===== src/rtl/video_ctrl_pkg.sv =====
// Shared definitions for the video timing controller.
// Contents:
//   state_t        controller state encoding (IDLE, RESET, WAIT_LOCK, RUN, DRAIN)
//   DEF_*          default generator reset length and frame watchdog limit
//   clog2()        counter width helper, never returns less than 1
package video_ctrl_pkg;

  typedef enum logic [2:0] {
    IDLE      = 3'd0,
    RESET     = 3'd1,
    WAIT_LOCK = 3'd2,
    RUN       = 3'd3,
    DRAIN     = 3'd4
  } state_t;

  localparam int unsigned DEF_RST_CYCLES = 16;
  localparam int unsigned DEF_TIMEOUT    = 3000000;

  function automatic int unsigned clog2(input int unsigned value);
    int unsigned w;
    w = 1;
    for (int unsigned i = 1; i < 32; i++) begin
      if ((64'd1 << w) < 64'(value)) w = i + 1;
    end
    return w;
  endfunction

endpackage


===== src/rtl/vs_edge_detect.sv =====
// Vertical sync active-edge detector.
// Ports:
//   clk, rst  clock and asynchronous active-high reset
//   vs_in     vs from the timing generator, synchronous to clk
//   vs_edge   one-cycle pulse, combinational, on the active edge of vs_in
// The delayed copy resets to "active" so a vs that is already active when
// reset is released does not register as an edge.
module vs_edge_detect #(
  parameter logic VS_POL = 1'b1
) (
  input  logic clk,
  input  logic rst,
  input  logic vs_in,
  output logic vs_edge
);

  logic vs_n;
  logic vs_d;

  always_comb begin
    vs_n    = VS_POL ? vs_in : ~vs_in;
    vs_edge = vs_n & ~vs_d;
  end

  always_ff @(posedge clk or posedge rst) begin
    if (rst) vs_d <= 1'b1;
    else     vs_d <= vs_n;
  end

endmodule


===== src/rtl/video_timing_ctrl.sv =====
// Video timing generator sequencer.
// Holds the generator in reset, releases it, waits for LOCK_FRAMES vs edges,
// then runs with a per-frame watchdog. Mode changes requested in RUN are
// deferred to the next frame boundary (DRAIN) and applied via a fresh reset.
// Ports:
//   clk, rst      pixel clock, asynchronous active-high reset
//   enable        1 = run generator, 0 = force IDLE
//   mode_req      requested mode, mode_stb samples it (RUN/DRAIN only)
//   err_clr       clears sticky timeout_err
//   vs_in         vs from generator (polarity VS_POL)
//   gen_rst       generator reset
//   mode_sel      applied mode
//   video_ready   timing locked (RUN, DRAIN)
//   busy          RESET, WAIT_LOCK or DRAIN
//   timeout_err   sticky watchdog error
//   frame_cnt     vs edges counted in RUN/DRAIN, wraps
module video_timing_ctrl
  import video_ctrl_pkg::*;
#(
  parameter int unsigned RST_CYCLES  = DEF_RST_CYCLES,
  parameter int unsigned LOCK_FRAMES = 2,
  parameter int unsigned TIMEOUT     = DEF_TIMEOUT,
  parameter logic        VS_POL      = 1'b1,
  parameter int unsigned MODE_W      = 2,
  parameter int unsigned CNT_W       = 16
) (
  input  logic              clk,
  input  logic              rst,
  input  logic              enable,
  input  logic [MODE_W-1:0] mode_req,
  input  logic              mode_stb,
  input  logic              err_clr,
  input  logic              vs_in,
  output logic              gen_rst,
  output logic [MODE_W-1:0] mode_sel,
  output logic              video_ready,
  output logic              busy,
  output logic              timeout_err,
  output logic [CNT_W-1:0]  frame_cnt
);

  localparam int unsigned WD_W = clog2(TIMEOUT);
  localparam int unsigned RC_W = clog2(RST_CYCLES + 1);
  localparam int unsigned LK_W = clog2(LOCK_FRAMES + 1);

  localparam logic [WD_W-1:0] WD_LAST = WD_W'(TIMEOUT - 1);
  localparam logic [RC_W-1:0] RC_LAST = RC_W'(RST_CYCLES - 1);
  localparam logic [LK_W-1:0] LK_LAST = LK_W'(LOCK_FRAMES - 1);

  state_t            state;
  state_t            next;
  logic [RC_W-1:0]   rcnt;
  logic [LK_W-1:0]   lock_cnt;
  logic [WD_W-1:0]   wdog;
  logic [MODE_W-1:0] pending;

  logic vs_edge;
  logic watched;
  logic wd_last;
  logic expire;
  logic stb_take;

  vs_edge_detect #(.VS_POL(VS_POL)) u_vs_edge (
    .clk     (clk),
    .rst     (rst),
    .vs_in   (vs_in),
    .vs_edge (vs_edge)
  );

  // Priority: enable=0 > vs_edge > watchdog expiry > mode_stb.
  always_comb begin
    watched  = (state == WAIT_LOCK) || (state == RUN) || (state == DRAIN);
    wd_last  = (wdog == WD_LAST);
    expire   = enable && watched && wd_last && !vs_edge;
    stb_take = enable && mode_stb && !vs_edge && !(watched && wd_last);
  end

  always_ff @(posedge clk or posedge rst) begin
    if (rst) state <= IDLE;
    else     state <= next;
  end

  always_comb begin
    next = state;
    if (!enable) begin
      next = IDLE;
    end else begin
      case (state)
        IDLE:      next = RESET;
        RESET:     if (rcnt == RC_LAST) next = WAIT_LOCK;
        WAIT_LOCK: begin
          if (vs_edge) begin
            if (lock_cnt == LK_LAST) next = RUN;
          end else if (wd_last) begin
            next = RESET;
          end
        end
        RUN: begin
          if (!vs_edge) begin
            if (wd_last) next = RESET;
            else if (mode_stb && mode_req != mode_sel) next = DRAIN;
          end
        end
        DRAIN:     if (vs_edge || wd_last) next = RESET;
        default:   next = IDLE;
      endcase
    end
  end

  always_comb begin
    gen_rst     = 1'b0;
    busy        = 1'b0;
    video_ready = 1'b0;
    case (state)
      IDLE:      gen_rst = 1'b1;
      RESET:     begin gen_rst = 1'b1; busy = 1'b1; end
      WAIT_LOCK: busy = 1'b1;
      RUN:       video_ready = 1'b1;
      DRAIN:     begin video_ready = 1'b1; busy = 1'b1; end
      default:   gen_rst = 1'b1;
    endcase
  end

  // Timers self-clear whenever their owning state is not active, so the
  // RESET exit and IDLE entry clears need no separate handling.
  always_ff @(posedge clk or posedge rst) begin
    if (rst) begin
      rcnt        <= '0;
      lock_cnt    <= '0;
      wdog        <= '0;
      pending     <= '0;
      mode_sel    <= '0;
      frame_cnt   <= '0;
      timeout_err <= 1'b0;
    end else begin
      rcnt     <= (state == RESET && next == RESET) ? rcnt + RC_W'(1) : '0;
      lock_cnt <= (enable && state == WAIT_LOCK) ? lock_cnt + LK_W'(vs_edge) : '0;
      wdog     <= (enable && watched && !vs_edge && !wd_last) ? wdog + WD_W'(1) : '0;

      if (enable && vs_edge && (state == RUN || state == DRAIN))
        frame_cnt <= frame_cnt + CNT_W'(1);

      if (enable && state == IDLE)
        mode_sel <= mode_req;
      else if (enable && state == DRAIN && (vs_edge || wd_last))
        mode_sel <= pending;

      if (stb_take && (state == DRAIN || (state == RUN && mode_req != mode_sel)))
        pending <= mode_req;

      if (!enable)      timeout_err <= 1'b0;
      else if (expire)  timeout_err <= 1'b1;
      else if (err_clr) timeout_err <= 1'b0;
    end
  end

endmodule


===== config.mk =====
export PLATFORM = sky130hd
export DESIGN_NAME = video_timing_ctrl
export DESIGN_NICKNAME = d
export VERILOG_FILES = /design/src/rtl/video_ctrl_pkg.sv /design/src/rtl/vs_edge_detect.sv /design/src/rtl/video_timing_ctrl.sv
export SDC_FILE = /design/constraint.sdc
export NUM_CORES = 1
export LEC_CHECK = 0
export ABC_CLOCK_PERIOD_IN_PS = 3000
export BUFFER_PORTS_ARGS = -buffer_cell sky130_fd_sc_hd__buf_4
export CAP_MARGIN = 15
export CORE_ASPECT_RATIO = 0.7
export CORE_MARGIN = 2
export CORE_UTILIZATION = 60
export DETAILED_ROUTE_END_ITERATION = 10
export PLACE_DENSITY = 0.83
export SYNTH_ARGS = -nofsm -noshare
export SYNTH_HDL_FRONTEND = slang
export SYNTH_HIERARCHICAL = 1
export SYNTH_SLANG_ARGS = --single-unit

===== constraint.sdc =====
create_clock -name clk -period 3 [get_ports clk]
set_input_delay 0.45 -clock clk [delete_from_list [all_inputs] [get_ports clk]]
set_output_delay 0.45 -clock clk [all_outputs]
set_load 0.005 [all_outputs]

# ---- Word level (Yosys, flattened, before mapping)
# Cells that the tools add are included.
# W data, S select, Z words.
dict set report classes {
  n_eq_ne 10
  n_mux 21
  addsub 4
  n_reduce_logical 32
  bitwise 2
}
# op count
set op_table {}
lappend op_table {{$mux W3} 9}
lappend op_table {{$add A22 B1 Y22 const B} 1}
lappend op_table {{$eq A22 B22 Y1 const B} 1}
lappend op_table {{$mux W22} 1}
lappend op_table {{$logic_and A1 B1 Y1} 19}
lappend op_table {{$add A16 B1 Y16 const B} 1}
lappend op_table {{$pmux W3 S5} 1}
lappend op_table {{$eq A3 B1 Y1 const B} 2}
lappend op_table {{$eq A3 B2 Y1 const B} 2}
lappend op_table {{$mux W1} 6}
lappend op_table {{$mux W2} 3}
lappend op_table {{$reduce_or A3 Y1} 2}
lappend op_table {{$add A5 B1 Y5 const B} 1}
lappend op_table {{$eq A5 B4 Y1 const B} 1}
lappend op_table {{$logic_or A1 B1 Y1} 5}
lappend op_table {{$mux W5} 1}
lappend op_table {{$eq A3 B3 Y1 const B} 1}
lappend op_table {{$logic_not A1 Y1} 3}
lappend op_table {{$logic_not A3 Y1} 1}
lappend op_table {{$ne A3 B1 Y1 const B} 1}
lappend op_table {{$add A2 B1 Y2} 1}
lappend op_table {{$eq A2 B1 Y1 const B} 1}
lappend op_table {{$ne A2 B2 Y1} 1}
lappend op_table {{$reduce_bool A2 Y1} 1}
lappend op_table {{other kinds (3)} 3}
dict set report word_totals {
  output_inout_bits 22
  inputBits 8
  ff_bits 54
}

# ---- Logic depth before layout (Yosys ltp)
dict set report logic_depth {
  word_depth 10
  mapped_depth 7
  mapped_depth_nobuf 6
}

# ---- Modules after synthesis
# The synthesis kept the hierarchy.
# mod area_each_um2 cells_each instances
set by_module_without_submodules {}
lappend by_module_without_submodules {video_timing_ctrl 2636.3 257 1}
lappend by_module_without_submodules {vs_edge_detect 43.8 3 1}

# ---- Worst setup path after synthesis
# No wires, ideal clock.
dict set report synth_path {
  path_type {reg-to-reg}
  startpoint {register wdog[8]}
  endpoint {register pending[0]}
  synth_period_minus_slack_ns 1.801
  path_stages_with_launch 5
  arrival_time_ns 1.676
  n_path_buf 0
  path_slack_ns 1.199
  path_cell_list {dfrtp_1 -> or4_4 -> nor4_4 -> a31oi_1 -> mux2_2}
}
dict set report synth_via {
  elab_chain_cells 5
}
# element line
set synth_rtl {}
lappend synth_rtl {{start, declared} video_timing_ctrl.sv:54} ;# logic [WD_W-1:0] wdog;
lappend synth_rtl {{start signal, assigned} video_timing_ctrl.sv:138} ;# wdog <= (enable && watched && !vs_edge && !wd_last) ? wdog + WD_W'(1) : '0;
lappend synth_rtl {{$eq A22 B22 Y1} video_timing_ctrl.sv:73} ;# wd_last = (wdog == WD_LAST);
lappend synth_rtl {{$logic_and A1 B1 Y1} video_timing_ctrl.sv:75} ;# stb_take = enable && mode_stb && !vs_edge && !(watched && wd_last);
lappend synth_rtl {{$logic_not A1 Y1} video_timing_ctrl.sv:75}
lappend synth_rtl {{$logic_and A1 B1 Y1} video_timing_ctrl.sv:75}
lappend synth_rtl {{$logic_and A1 B1 Y1} video_timing_ctrl.sv:148} ;# if (stb_take && (state == DRAIN || (state == RUN && mode_req != mode_sel)))
lappend synth_rtl {{end signal, assigned} video_timing_ctrl.sv:149} ;# pending <= mode_req;
lappend synth_rtl {{end, declared} video_timing_ctrl.sv:55} ;# logic [MODE_W-1:0] pending;
# No other way between the ends.
# A chain may end at the register's enable or synchronous reset.

# ---- Worst setup path in the final report
dict set report layout_path {
  startpoint {register state[2]}
  endpoint {output gen_rst}
}
dict set report layout_via {
  elab_chain_cells 3
  elab_cells_between_ends 5
}
# element line
set layout_rtl {}
lappend layout_rtl {{start, declared} video_timing_ctrl.sv:50} ;# state_t state;
lappend layout_rtl {{start signal, assigned} video_timing_ctrl.sv:80} ;# else state <= next;
lappend layout_rtl {{$eq A3 B2 Y1 or $eq A3 B3 Y1 (tied branches)} video_timing_ctrl.sv:114} ;# case (state)
lappend layout_rtl {{$reduce_or A3 Y1 (no line) (*)} -}
lappend layout_rtl {{$mux W1 (*)} video_timing_ctrl.sv:114}
lappend layout_rtl {{end, declared} video_timing_ctrl.sv:34} ;# output logic gen_rst,
# Mark *: on every way between the ends. The rest lies on a longest branch, timed or not.

==> metrics.csv <==
metric;value;unit
synth unique cells;47;
CTS resizes;0;
RR Endpoint;wdog[6]$_DFF_PP0_;
Post-Route WL;4.80;mm
total track usage;21.2;%
count leader, synth;dfrtp_1;
initial antenna violation count;0;
DR iter-0 viols;167;
Post-CTS Hold Buffers;0;
Post-CTS Repair Setup Buffers;0;
Synth Cell Area;2680;µm²
Tot Pwr;1.27;mW
CP max-delay cell;dfrtp_1;
post-synth top area cell;dfrtp_1;
DR top layer;met4;
layout cells sized above 1;18.2;%
Setup TNS;0;ns
Worst Tran Pin Value;0.736;ns
Root Buffer;clkbuf_8;
fin area;3030;µm²
area grow syn2layout;13.0;%
syn nets;273;
vias in the first global route;1764;
Worst R2R Path Depth;5;
Die H;59.9;µm
RSZ-0062 raised after global routing;false;
arrival time of the worst setup path;1.76;ns
WP data required;2.55;ns
WL met2;2.14;mm
cell chain of the critical path;or3b_2 -> nand2_1 -> inv_1 -> buf_4;
Clock Skews;0.00541;ns
type of destination of the critical path;output port;
CP startpoint kind;flop;
Area contributors post-synth;dfrtp_1, xnor2_1, xor2_1;
Final Critical Period;2.21;ns
clock net sink count;54;
first-pass GRT wire length;8.34;mm
Initial Utilization;61.9;%
drt via density;5.58;
1st-pass router iterations;4;
dominant synthesized flop cell;dfrtp_1;
final hold vios;0;
leading post-synthesis cells by instance count;dfrtp_1, nor2_1, xnor2_1, nand2_1, xor2_1;
Synth Warn #;6;
final worst path period share;73.7;%
Leakage;1.38;nW
number of CTS-inserted buffers;5;
GPL Wtd Cong;0.866;
Yosys reg bits;54;
H-tree lvl count;2;
Synth top area share;49.5;%
Worst Path Max Fanout;14;
Peak VDD IR;0.266;mV
Core Area;4330;µm²
relative slew slack;50.5;%
Post-DP Area;2940;µm²
n_diodes;0;
Max Buffers Root-to-Sink;2;
clk_lat worst skew;0.30;ns
Worst R2R Start;wdog[8]$_DFF_PP0_;
Core Rows;20;
CP max stage delay;0.58;ns
DRC violations left;0;
MaxCap Viol Count;0;
Seq/Total Area, Yosys;50.5;%
Setup CP Type;reg -> out;
antenna-violating nets left;0;
DP Worst Slack;0.917;ns
status;completed;
clock slew at reported path FFs;0.09;ns
die width;83.9;µm
reg2reg setup slack;0.91;ns
hold slack;0.122;ns
hold crit path type;in -> async;
worst setup margin;0.789;ns
CTS tree;built;
DR WL/cell;13.9;µm
fin. max-slew vios;0;
WL met1;2.34;mm
DIE AREA;5030;µm²
final setup fails;0;
WL met3;269;µm
largest net degree at the start of global routing;37;
Vias;1930;
Synth async-reset ratio;100;%
Nets;303;
Syn Area/Cell;10.3;µm²
grt total ovfl;0;
Gate Count Post-Synth;260;
PwrDens;420;nW/µm²
Max Clock Freq;452;MHz
IO Port Bufs;29;
number of flops mapped to enable cells by yosys;0;
Final HPWL DP;3.49;mm
num ports;30;
metal layers:
| layer | GRT usage (%) | vias up |
|---|---|---|
| li1 | - | 952 |
| met1 | 30.8 | 917 |
| met2 | 32.3 | 55 |
| met3 | 4.56 | 6 |
| met4 | 6.91 | 0 |
| met5 | 0 | - |
kinds of logic after synthesis:
group                      share of synthesized area, %
buffers and inverters                              3.08
adders and majority gates                          2.33
muxes                                              1.63
and+or+nand+nor                                    24.3
xor gates and xnor gates                           13.4
AOI/OAI and AO/OA                                  4.76
DFF                                                50.5
per-stage QoR:
stage,util (%),instances
4_1_cts,69.9,346
3_5_place_dp,67.8,338
5_1_grt,69.9,346
2_1_floorplan,-,260
3_3_place_gp,67.8,338
6_report,69.9,346
state kept, by name, summed over array words and instances, names as in the netlist:
register,count
frame_cnt,16
lock_cnt,2
mode_sel,2
pending,2
rcnt,5
state,3
timeout_err,1
u_vs_edge/vs_d,1
wdog,22
final cells by class:
type                       count  area [µm²]
sequential                    54        1350
fill                         359        1300
multi-input combinational    187        1240
timing repair buffer          30         225
clock buffer                   7        86.3
tap                           55        68.8
inverter                      12        45.0
clock inverter                 1        5.00
placed cells by master, fill, tap and decap left out, drive strengths merged, types with 6 or more instances in the layout:
| master | n |
|---|---|
| nand4 | 7 |
| xnor2 | 24 |
| xor2 | 17 |
| and4 | 6 |
| o21ai | 6 |
| nor2 | 33 |
| inv | 12 |
| dfrtp | 53 |
| clkbuf | 7 |
| nand2 | 20 |
| nand3 | 16 |
| buf | 30 |
| and3 | 12 |
how the worst max path moves through the flow:
stage	from	end	slack (ns)
6_report	state[2]$_DFF_PP0_	gen_rst	0.79
5_1_grt	state[2]$_DFF_PP0_	gen_rst	0.67
4_1_cts	state[2]$_DFF_PP0_	gen_rst	0.79
3_5_place_dp	wdog[8]$_DFF_PP0_	wdog[5]$_DFF_PP0_	0.92
3_3_place_gp	wdog[8]$_DFF_PP0_	wdog[4]$_DFF_PP0_	1.01
2_1_floorplan	wdog[8]$_DFF_PP0_	pending[0]$_DFFE_PP0P_	1.20
power by group:
group	switching, mW	internal (mW)	total (mW)
Sequential	0.0185	0.746	0.764
Combinational	0.0508	0.0464	0.0972
Clock	0.223	0.187	0.410
Total	0.292	0.979	1.27
critical path, delay by kind of cell (launching register included):
family | cells | cell delay, ns
AND/OR/NAND/NOR | 2 | 0.67
buffers and inverters | 2 | 0.21
flip-flops | 1 | 0.58
Power figures use the tool's default switching activity.
